--- src/rtl/seg7_scan_driver_if.sv ---
// Display bus for seg7_scan_driver: digit data and strobes in, scanned segment
// and digit-enable drive out. The master is the data source and the slave is the driver.
interface seg7_scan_driver_if #(
    parameter int DIGITS = 4
);
    logic [4*DIGITS-1:0] bcd_in;
    logic [DIGITS-1:0]   dp_in;
    logic                load;
    logic                blank_lz;
    logic [6:0]          seg;
    logic                dp;
    logic [DIGITS-1:0]   an;
    logic                frame_done;
    logic                pending;

    modport master (
        output bcd_in, dp_in, load, blank_lz,
        input  seg, dp, an, frame_done, pending
    );

    modport slave (
        input  bcd_in, dp_in, load, blank_lz,
        output seg, dp, an, frame_done, pending
    );
endinterface

--- src/rtl/seg7_scan_driver.sv ---
// Time-multiplexed multi-digit seven-segment driver. It double-buffers BCD digits,
// swaps the buffers only at frame boundaries, and blanks the enables during the guard period.
module seg7_scan_driver #(
    parameter int DIGITS     = 4,
    parameter int SCAN_DIV   = 1000,
    parameter int GUARD      = 2,
    parameter bit ACTIVE_LOW = 1'b0
) (
    input logic               clk,
    input logic               rst_n,
    seg7_scan_driver_if.slave bus
);

    localparam int CNTW = $clog2(SCAN_DIV);
    localparam int IDXW = (DIGITS > 1) ? $clog2(DIGITS) : 1;

    localparam logic [CNTW-1:0]   CNT_LAST  = CNTW'(SCAN_DIV - 1);
    localparam logic [CNTW-1:0]   GUARD_CNT = CNTW'(GUARD);
    localparam logic [IDXW-1:0]   IDX_LAST  = IDXW'(DIGITS - 1);
    localparam logic [6:0]        SEG_OFF   = {7{ACTIVE_LOW}};
    localparam logic [DIGITS-1:0] AN_OFF    = {DIGITS{ACTIVE_LOW}};

    logic [CNTW-1:0]     cnt_q, cnt_d;
    logic [IDXW-1:0]     idx_q, idx_d;
    logic [4*DIGITS-1:0] shadowBcd_q, shadowBcd_d;
    logic [DIGITS-1:0]   shadowDp_q, shadowDp_d;
    logic [4*DIGITS-1:0] activeBcd_q, activeBcd_d;
    logic [DIGITS-1:0]   activeDp_q, activeDp_d;
    logic                pending_q, pending_d;
    logic                frameStart_q;
    logic                frameDone_q;
    logic [6:0]          seg_q;
    logic                dp_q;
    logic [DIGITS-1:0]   an_q;

    logic                boundary;
    logic                inGuard;
    logic [3:0]          curCode;
    logic                curDp;
    logic                curBlank;
    logic [DIGITS-1:0]   anNext;
    logic [DIGITS-1:0]   lzBlank;
    logic                allZero;
    logic [6:0]          segNext;
    logic                dpNext;

    function automatic logic [6:0] decodeBcd(input logic [3:0] code);
        logic [6:0] pattern;
        case (code)
            4'd0:    pattern = 7'b1111110;
            4'd1:    pattern = 7'b0110000;
            4'd2:    pattern = 7'b1101101;
            4'd3:    pattern = 7'b1111001;
            4'd4:    pattern = 7'b0110011;
            4'd5:    pattern = 7'b1011011;
            4'd6:    pattern = 7'b1011111;
            4'd7:    pattern = 7'b1110000;
            4'd8:    pattern = 7'b1111111;
            4'd9:    pattern = 7'b1111011;
            default: pattern = 7'b0000001;
        endcase
        return pattern;
    endfunction

    assign boundary = (idx_q == IDX_LAST) && (cnt_q == CNT_LAST);
    assign inGuard  = (cnt_q < GUARD_CNT);

    always_comb begin
        cnt_d = cnt_q + 1'b1;
        idx_d = idx_q;
        if (cnt_q == CNT_LAST) begin
            cnt_d = '0;
            idx_d = (idx_q == IDX_LAST) ? '0 : idx_q + 1'b1;
        end
    end

    // A load that lands on the boundary goes straight to the active buffer,
    // so it never has to wait a whole extra frame.
    always_comb begin
        shadowBcd_d = shadowBcd_q;
        shadowDp_d  = shadowDp_q;
        activeBcd_d = activeBcd_q;
        activeDp_d  = activeDp_q;
        pending_d   = pending_q;
        if (bus.load) begin
            shadowBcd_d = bus.bcd_in;
            shadowDp_d  = bus.dp_in;
        end
        if (boundary) begin
            activeBcd_d = bus.load ? bus.bcd_in : shadowBcd_q;
            activeDp_d  = bus.load ? bus.dp_in  : shadowDp_q;
            pending_d   = 1'b0;
        end else if (bus.load) begin
            pending_d   = 1'b1;
        end
    end

    always_comb begin
        curCode = 4'd0;
        curDp   = 1'b0;
        anNext  = '0;
        lzBlank = '0;
        allZero = 1'b0;
        for (int i = 0; i < DIGITS; i++) begin
            allZero = 1'b1;
            for (int j = i; j < DIGITS; j++) begin
                if (activeBcd_q[4*j +: 4] != 4'd0) begin
                    allZero = 1'b0;
                end
            end
            lzBlank[i] = allZero && (i != 0);
            if (idx_q == IDXW'(i)) begin
                curCode   = activeBcd_q[4*i +: 4];
                curDp     = activeDp_q[i];
                anNext[i] = 1'b1;
            end
        end
    end

    assign curBlank = bus.blank_lz && |(lzBlank & anNext);

    always_comb begin
        segNext = curBlank ? 7'b0000000 : decodeBcd(curCode);
        dpNext  = curDp;
        if (inGuard) begin
            segNext = 7'b0000000;
            dpNext  = 1'b0;
        end
    end

    always_ff @(posedge clk or negedge rst_n) begin
        if (!rst_n) begin
            cnt_q        <= '0;
            idx_q        <= '0;
            frameStart_q <= 1'b0;
            frameDone_q  <= 1'b0;
        end else begin
            cnt_q        <= cnt_d;
            idx_q        <= idx_d;
            frameStart_q <= boundary;
            frameDone_q  <= frameStart_q;
        end
    end

    always_ff @(posedge clk or negedge rst_n) begin
        if (!rst_n) begin
            shadowBcd_q <= '0;
            shadowDp_q  <= '0;
            activeBcd_q <= '0;
            activeDp_q  <= '0;
            pending_q   <= 1'b0;
        end else begin
            shadowBcd_q <= shadowBcd_d;
            shadowDp_q  <= shadowDp_d;
            activeBcd_q <= activeBcd_d;
            activeDp_q  <= activeDp_d;
            pending_q   <= pending_d;
        end
    end

    // Polarity is folded in before the flops so reset lands on the inactive level directly.
    always_ff @(posedge clk or negedge rst_n) begin
        if (!rst_n) begin
            seg_q <= SEG_OFF;
            dp_q  <= ACTIVE_LOW;
            an_q  <= AN_OFF;
        end else begin
            seg_q <= segNext ^ SEG_OFF;
            dp_q  <= dpNext ^ ACTIVE_LOW;
            an_q  <= (inGuard ? '0 : anNext) ^ AN_OFF;
        end
    end

    assign bus.seg        = seg_q;
    assign bus.dp         = dp_q;
    assign bus.an         = an_q;
    assign bus.frame_done = frameDone_q;
    assign bus.pending    = pending_q;

endmodule

--- src/flat_wrapper.sv ---
// flat-port wrapper written by rule: the top's interface ports become plain ports
module seg7_scan_driver_flat 
#(
    parameter int DIGITS     = 4,
    parameter int SCAN_DIV   = 1000,
    parameter int GUARD      = 2,
    parameter bit ACTIVE_LOW = 1'b0
)
  (clk, rst_n, bus_bcd_in, bus_dp_in, bus_load, bus_blank_lz, bus_seg, bus_dp, bus_an, bus_frame_done, bus_pending);
  seg7_scan_driver_if #(.DIGITS(DIGITS)) bus_i ();
  input logic clk;
  input logic rst_n;
  input wire logic [$bits(bus_i.bcd_in)-1:0] bus_bcd_in;
  input wire logic [$bits(bus_i.dp_in)-1:0] bus_dp_in;
  input wire logic [$bits(bus_i.load)-1:0] bus_load;
  input wire logic [$bits(bus_i.blank_lz)-1:0] bus_blank_lz;
  output wire logic [$bits(bus_i.seg)-1:0] bus_seg;
  output wire logic [$bits(bus_i.dp)-1:0] bus_dp;
  output wire logic [$bits(bus_i.an)-1:0] bus_an;
  output wire logic [$bits(bus_i.frame_done)-1:0] bus_frame_done;
  output wire logic [$bits(bus_i.pending)-1:0] bus_pending;
  assign bus_i.bcd_in = bus_bcd_in;
  assign bus_i.dp_in = bus_dp_in;
  assign bus_i.load = bus_load;
  assign bus_i.blank_lz = bus_blank_lz;
  assign bus_seg = bus_i.seg;
  assign bus_dp = bus_i.dp;
  assign bus_an = bus_i.an;
  assign bus_frame_done = bus_i.frame_done;
  assign bus_pending = bus_i.pending;
  seg7_scan_driver #(.DIGITS(DIGITS), .SCAN_DIV(SCAN_DIV), .GUARD(GUARD), .ACTIVE_LOW(ACTIVE_LOW)) u_core (.clk(clk), .rst_n(rst_n), .bus(bus_i));
endmodule
--- config.mk ---
export PLATFORM = sky130hd
export DESIGN_NAME = seg7_scan_driver_flat
export DESIGN_NICKNAME = d
export VERILOG_FILES = /design/src/rtl/seg7_scan_driver_if.sv /design/src/rtl/seg7_scan_driver.sv /design/src/flat_wrapper.sv
export SDC_FILE = /design/constraint.sdc
export NUM_CORES = 1
export LEC_CHECK = 0
export ABC_AREA = 1
export CELL_PAD_IN_SITES_DETAIL_PLACEMENT = 0
export CELL_PAD_IN_SITES_GLOBAL_PLACEMENT = 2
export CORE_UTILIZATION = 29
export CTS_BUF_LIST = sky130_fd_sc_hd__clkbuf_16
export DETAILED_ROUTE_END_ITERATION = 12
export GPL_TIMING_DRIVEN = 0
export PLACE_DENSITY = 0.83
export SETUP_SLACK_MARGIN = 0.05
export SLEW_MARGIN = 20
export SYNTH_ARGS = -nofsm -noshare
export SYNTH_HDL_FRONTEND = slang
export SYNTH_SLANG_ARGS = --single-unit
--- constraint.sdc ---
create_clock -name clk -period 1.85 [get_ports clk]
set_input_delay 0.2775 -clock clk [delete_from_list [all_inputs] [get_ports clk]]
set_output_delay 0.2775 -clock clk [all_outputs]
set_load 0.05 [all_outputs]
* Word-level counts from Yosys, hierarchy flattened
Memory sizes are Yosys's and may differ from the RTL's.
Index checks and enable logic that the tools add are counted.
** Word-level totals
- Flip-flop bits (word level) :: 67
- Memory bits (read-only) :: 112
- Output and inout bits :: 14
- Memories kept :: 1
** Cells by class
- Add/sub/neg operators :: 2
- Magnitude comparators :: 1
- Equal/unequal tests :: 4
- Mux-type cells :: 28
- Bitwise gates (word level) :: 1
- Reduce and logical (&&, ||, !) cells :: 8
** Memories
- (no name shown) :: depth 16, width 7, read ports 1, clocked after memory_dff 0, wr ports 0, line seg7_scan_driver.sv:49 : case (code)
** Operator list (number)
- $mux W4 :: 6
- $mux W1 :: 17
- $mux W16 :: 1
- $mux W7 :: 2
- $reduce_bool A4 Y1 :: 3
- $add A10 B1 Y10 const B :: 1
- $eq A10 B10 Y1 const B :: 1
- $lt A10 B2 Y1 const B :: 1
- $mux W10 :: 1
- $and A4 B4 Y4 :: 1
- $eq A2 B2 Y1 const B :: 2
- $reduce_or A4 Y1 :: 1
- $add A2 B1 Y2 const B :: 1
- $eq A2 B1 Y1 const B :: 1
- $logic_and A1 B1 Y1 :: 2
- $logic_not A2 Y1 :: 1
- $mux W2 :: 1
- $reduce_bool A2 Y1 :: 1

* Longest topological paths before layout
- Word-level depth :: 9
- Gate-level depth with buffers :: 13
- Depth with buffers taken out :: 13

* Least setup slack after synthesis
Ideal clock, no wire load.
- Kind :: register to register
- From :: register u_core.idx_q[1]
- To :: register u_core.seg_q[3] (netlist: u_core.bus.seg[3])
- Setup time :: 0.074 ns
- Arrival time :: 1.693 ns
- Data required time :: 1.776 ns
- Path slack :: 0.083 ns
- Stages on the path, launching flop included :: 13
- Buffers on the path :: 0
- Clock period less this slack :: 1.767 ns
- Cells stage by stage :: dfrtp_1 > inv_1 > ha_1 > inv_1 > nand3_1 > nand2_1 > nand2_1 > nand2_1 > inv_1 > ha_1 > nor2_1 > nor2_1 > nor2_1
** Between the ends
- Word-level cells in the longest chain between the ends :: 8
- Elaborated cells between the ends (all ways) :: 18
- Those cells by class :: eq/ne (3); mux (10); bitwise (1); reduce/logical (3); memory (1)
** RTL lines
- from (decl) :: line seg7_scan_driver.sv:24 : logic [IDXW-1:0] idx_q, idx_d;
- from (signal assigned) :: line seg7_scan_driver.sv:139 : idx_q <= idx_d;
- $logic_not A2 Y1 :: line seg7_scan_driver.sv:112 : if (idx_q == IDXW'(i)) begin
- $mux W4 (4 in series) :: line seg7_scan_driver.sv:112
- $mem_v2 Z16 W7
- $mux W7 * :: line seg7_scan_driver.sv:123 : segNext = curBlank ? 7'b0000000 : decodeBcd(curCode);
- $mux W7 * :: line seg7_scan_driver.sv:125 : if (inGuard) begin
- net u_core.segNext[3] :: line seg7_scan_driver.sv:44 : logic [6:0] segNext;
- to (signal assigned) :: line seg7_scan_driver.sv:168 : seg_q <= segNext ^ SEG_OFF;
- to (decl) :: line seg7_scan_driver.sv:32 : logic [6:0] seg_q;
The timed path passes the listed nets; every way through them passes the cells marked *.
A chain may end at the register's enable or synchronous reset.

* Worst setup path after layout
Same ends and word-level chain as after synthesis.

==> impl.org <==
** Status
- The flow ran to the end, and the final reports show no timing, DRC or antenna violations.

** STA
- Min setup slack post-route :: 0.0800 ns
- Static timing analysis puts the maximum clock frequency at 565 MHz.
- Number of endpoints with negative hold slack in the final report :: 0
- The final critical path takes up 95.7% of the cycle.
- On the final layout, the worst hold slack is 0.346 ns.
- Unrepaired setup endpoints after global routing :: true
- Tmin final :: 1.77 ns
- Clock skew on the completed layout was measured at 0.00398 ns.
- The number of pins exceeding their max-slew limit in the final report was 0.
- At the pin with the least slew margin, the transition time is 0.502 ns.
- Adding up every negative setup slack in the final design gives 0 ns.
- Setup violations remaining at the end of the flow were counted as 0.
- Worst slew slack as a fraction of its limit :: 66.4%

** Hold path
- In this run the most critical hold path is launched from u_core.frameStart_q.
- The tightest min-delay check is of the reg2reg type.

** Routing
- After detailed routing, the number of vias per cell comes to 4.34.
- In the detailed route, the total length drawn on met2 is 3350 um.
- For this run, design rule violations remaining after detail routing come to 0.
- The routed layout has 2509 vias.
- The detailed router put a total of 3440 um of wire on met1.
- WL met3 :: 210 um
- Final wirelength :: 7070 um
- DRC violation total after the first TritonRoute iteration :: 108
- Routed length per instance :: 12.2 um
- Routed Antenna Nets :: 0
- Highest metal layer with signal wires :: met4
- The pre-antenna-repair detailed-routing pass consisted of 6 iterations.

** Final layout
- Measured on the finished design, the core utilization comes to 40.6%.
- Cells with a size suffix above 1 make up 15.4% of the layout.
- Non-filler instance count after layout :: 578
- Area overhead of the layout relative to synthesis :: 36.4%
- The number of antenna diodes in the final layout is 0.
- The net count of the finished layout is 474.
- Final std cell area, no fill :: 4170 um^2

** Clock tree
- After clock tree synthesis, the clock-pin slew on the worst setup and hold paths is 0.05 ns.
- In this run the clock root is driven by a sky130_fd_sc_hd__clkbuf_16.
- Buffer depth of the longest clock path :: 2
- The H-tree was split into 3 levels.
- TritonCTS built the clock tree.
- TritonCTS created 9 clock buffers.
- The later pin in the worst-skew pair is clocked with a latency of 0.32 ns.
- Number of sinks on the clock net :: 67

** Yosys
- Net count after synthesis :: 408
- Fraction of synthesized area in multiplexers :: 0%
- After synthesis the cells add up to 3060 um^2.
- Synthesized area divided by synthesized cell count :: 8.17 um^2
- For this run, the register share of the synthesized area comes to 54.9%.
- Post-synthesis cell type count :: 24
- Synthesized instance count :: 374
- Combinational family with the most area after synthesis :: simple AND/OR/NAND/NOR gates
- Synthesized-area fraction occupied by ao, oa, aoi and oai cells :: 3.85%
- Of the total synthesized cell area, the portion taken by AND, OR, NAND and NOR gates is 31.0%.
- Share of the synthesized netlist area taken by xor and xnor gates :: 0.287%
- Total of warnings raised by yosys :: 0
- Synth Area in Adders :: 4.10%
- The synthesized design contains 67 register bits.

** Worst setup path
- The largest single stage delay on the critical path is 0.45 ns.
- The most numerous cell type found on the critical path is sky130_fd_sc_hd__nor2_1.
- Data on the critical path arrives at its endpoint at 1.98 ns.
- Maximum fanout along the worst path :: 6
- Data on the critical path is required at its endpoint by 2.06 ns.
- The worst setup path is launched from a register.
- Tracing the worst setup path back leads to its startpoint at u_core.idx_q[1].
- Critical path capture point type :: register
- Together, buffers and inverters on the worst path number 2.
- Top delay family on crit path :: adder cells
- Slowest cell on crit path :: sky130_fd_sc_hd__dfrtp_2
- Worst Setup Path Type :: reg2reg
- Walking the worst path, the cells encountered are buf_6, ha_4, a21oi_2, nand2_2, nand2_4, inv_2, ha_2, nor2_4, nor2_1, nor2_1.
- R2R Path Start :: u_core.idx_q[1]

** Power
- Total power of the final layout :: 3.11 mW
- IR analysis of the VDD net gives a maximum drop of 0.429 mV.
- Power density of the placed cells :: 746 nW/um^2
- Leakage dissipation :: 2.03 nW

** Global routing
- Pin count of the biggest net entering global routing :: 51
- The number of global-route vias before repair came to 2507.
- Total gr overflow :: 0
- Number of antenna violations at the first check in global routing :: 0
- Global-route wire length before repair :: 12200 um
- GRT Resource Usage Total :: 14.0%

** Floorplanning
- Height of the chip :: 105 um
- The core region is 10300 um^2.
- Measured along the x axis, the die boundary spans 105 um.
- Number of standard-cell rows in the floorplan :: 37
- Starting Density :: 29.7%
- 38 I/O pins were placed.
- Die area :: 11000 um^2

** Place
- In this run the cell area measured after placement is 3620 um^2.
- Cell count after placement :: 548
- Port buffering added 37 buffers.
- At the end of routability-driven placement, the weighted congestion stood at 0.785.
- Prior to clock tree synthesis, the placed netlist has a worst setup slack of -0.289 ns.
- The wire-length estimate of the detail-placed layout is 4910 um.

** Job
- The tool flagged a number of max-cap violations equal to 0.
## cells in the mapped netlist (all sizes together)
cell type	number	area share, %
buf	5	1.2
dfrtp	67	55
nor2	41	5.0
o31ai	1	0.25
nand3b	1	0.25
ha	10	4.1
nand4	4	0.82
a21oi	10	1.6
inv	34	4.2
nor4	2	0.90
clkinv	1	0.16
clkbuf	3	0.37
nand3	18	3.1
xor2	1	0.29
o21ai	12	2.0
nor3	8	1.5
or2	1	0.20
nand2	155	19
## timing repair
action,in CTS,in global routing
gates resized for setup,24,27
pin swaps,5,18
hold endpoints to repair,17,0
setup endpoints to repair,18,26
setup buffers,8,8
hold buffers,1,0
## cell families after synthesis
group / count (synthesis)
flops: 67
simple gates: 230
buf+inv: 43
xor+xnor: 1
fa+ha+maj: 10
compound gates: 23
## final cells by class
type / count / area [um^2]
plain buffers: 8 / 53.8
clock buffers: 9 / 225
clock inverters: 4 / 15.0
fillers: 1047 / 6110
inverters: 35 / 145
multi-input cells: 264 / 1350
flip-flops and latches: 67 / 1680
well taps: 136 / 170
repair buffers: 55 / 533
## sequential cells by signal (all words and copies together), names as in the netlist
name / flops
u_core.bus.pending: 1
u_core.bus.an: 4
u_core.shadowDp_q: 4
u_core.bus.dp: 1
u_core.bus.seg: 7
u_core.activeBcd_q: 16
u_core.cnt_q: 10
u_core.activeDp_q: 4
u_core.bus.frame_done: 1
u_core.shadowBcd_q: 16
u_core.idx_q: 2
u_core.frameStart_q: 1
## power by group
part | internal (mW) | switching [mW]
combinational | 0.0686 | 0.0840
clock | 0.863 | 0.576
sequential | 1.51 | 0.00987
total | 2.44 | 0.670
## worst paths after layout
kind / slack, ns / end / cells past startpoint
worst max-delay path: 0.08 / u_core.bus.seg[3] / 10
worst min-delay path: 0.35 / u_core.bus.frame_done / 0
worst max register to register: 0.08 / u_core.bus.seg[3] / 10
worst min register to register: 0.35 / u_core.bus.frame_done / 0
max in group asynchronous: 0.96 / u_core.activeBcd_q[10] / 3
min in group asynchronous: 0.37 / u_core.cnt_q[4] / 2
## cells in the final DEF, fill, tap and decap left out, types with 2 or more instances in the layout
cell                              count
sky130_fd_sc_hd__nand2_1            147
sky130_fd_sc_hd__dfrtp_1             65
sky130_fd_sc_hd__nor2_1              39
sky130_fd_sc_hd__clkdlybuf4s50_1     36
sky130_fd_sc_hd__inv_1               29
sky130_fd_sc_hd__buf_4               15
sky130_fd_sc_hd__nand3_1             14
sky130_fd_sc_hd__o21ai_0             12
sky130_fd_sc_hd__clkbuf_16            9
sky130_fd_sc_hd__a21oi_1              7
sky130_fd_sc_hd__nor3_1               7
sky130_fd_sc_hd__nand2_2              5
sky130_fd_sc_hd__buf_6                5
sky130_fd_sc_hd__ha_4                 5
sky130_fd_sc_hd__nand4_1              4
sky130_fd_sc_hd__inv_2                4
sky130_fd_sc_hd__ha_1                 4
sky130_fd_sc_hd__clkbuf_1             3
sky130_fd_sc_hd__inv_4                3
sky130_fd_sc_hd__nand3_2              3
sky130_fd_sc_hd__a21oi_2              3
sky130_fd_sc_hd__nand2_4              3
sky130_fd_sc_hd__dfrtp_2              2
## layer usage
metal,global-route usage [%],vias up
met5,0,-
met3,3.06,8
met2,22.5,41
li1,-,1287
met1,18.8,1173
met4,4.73,0
Power figures use the tool's default switching activity.
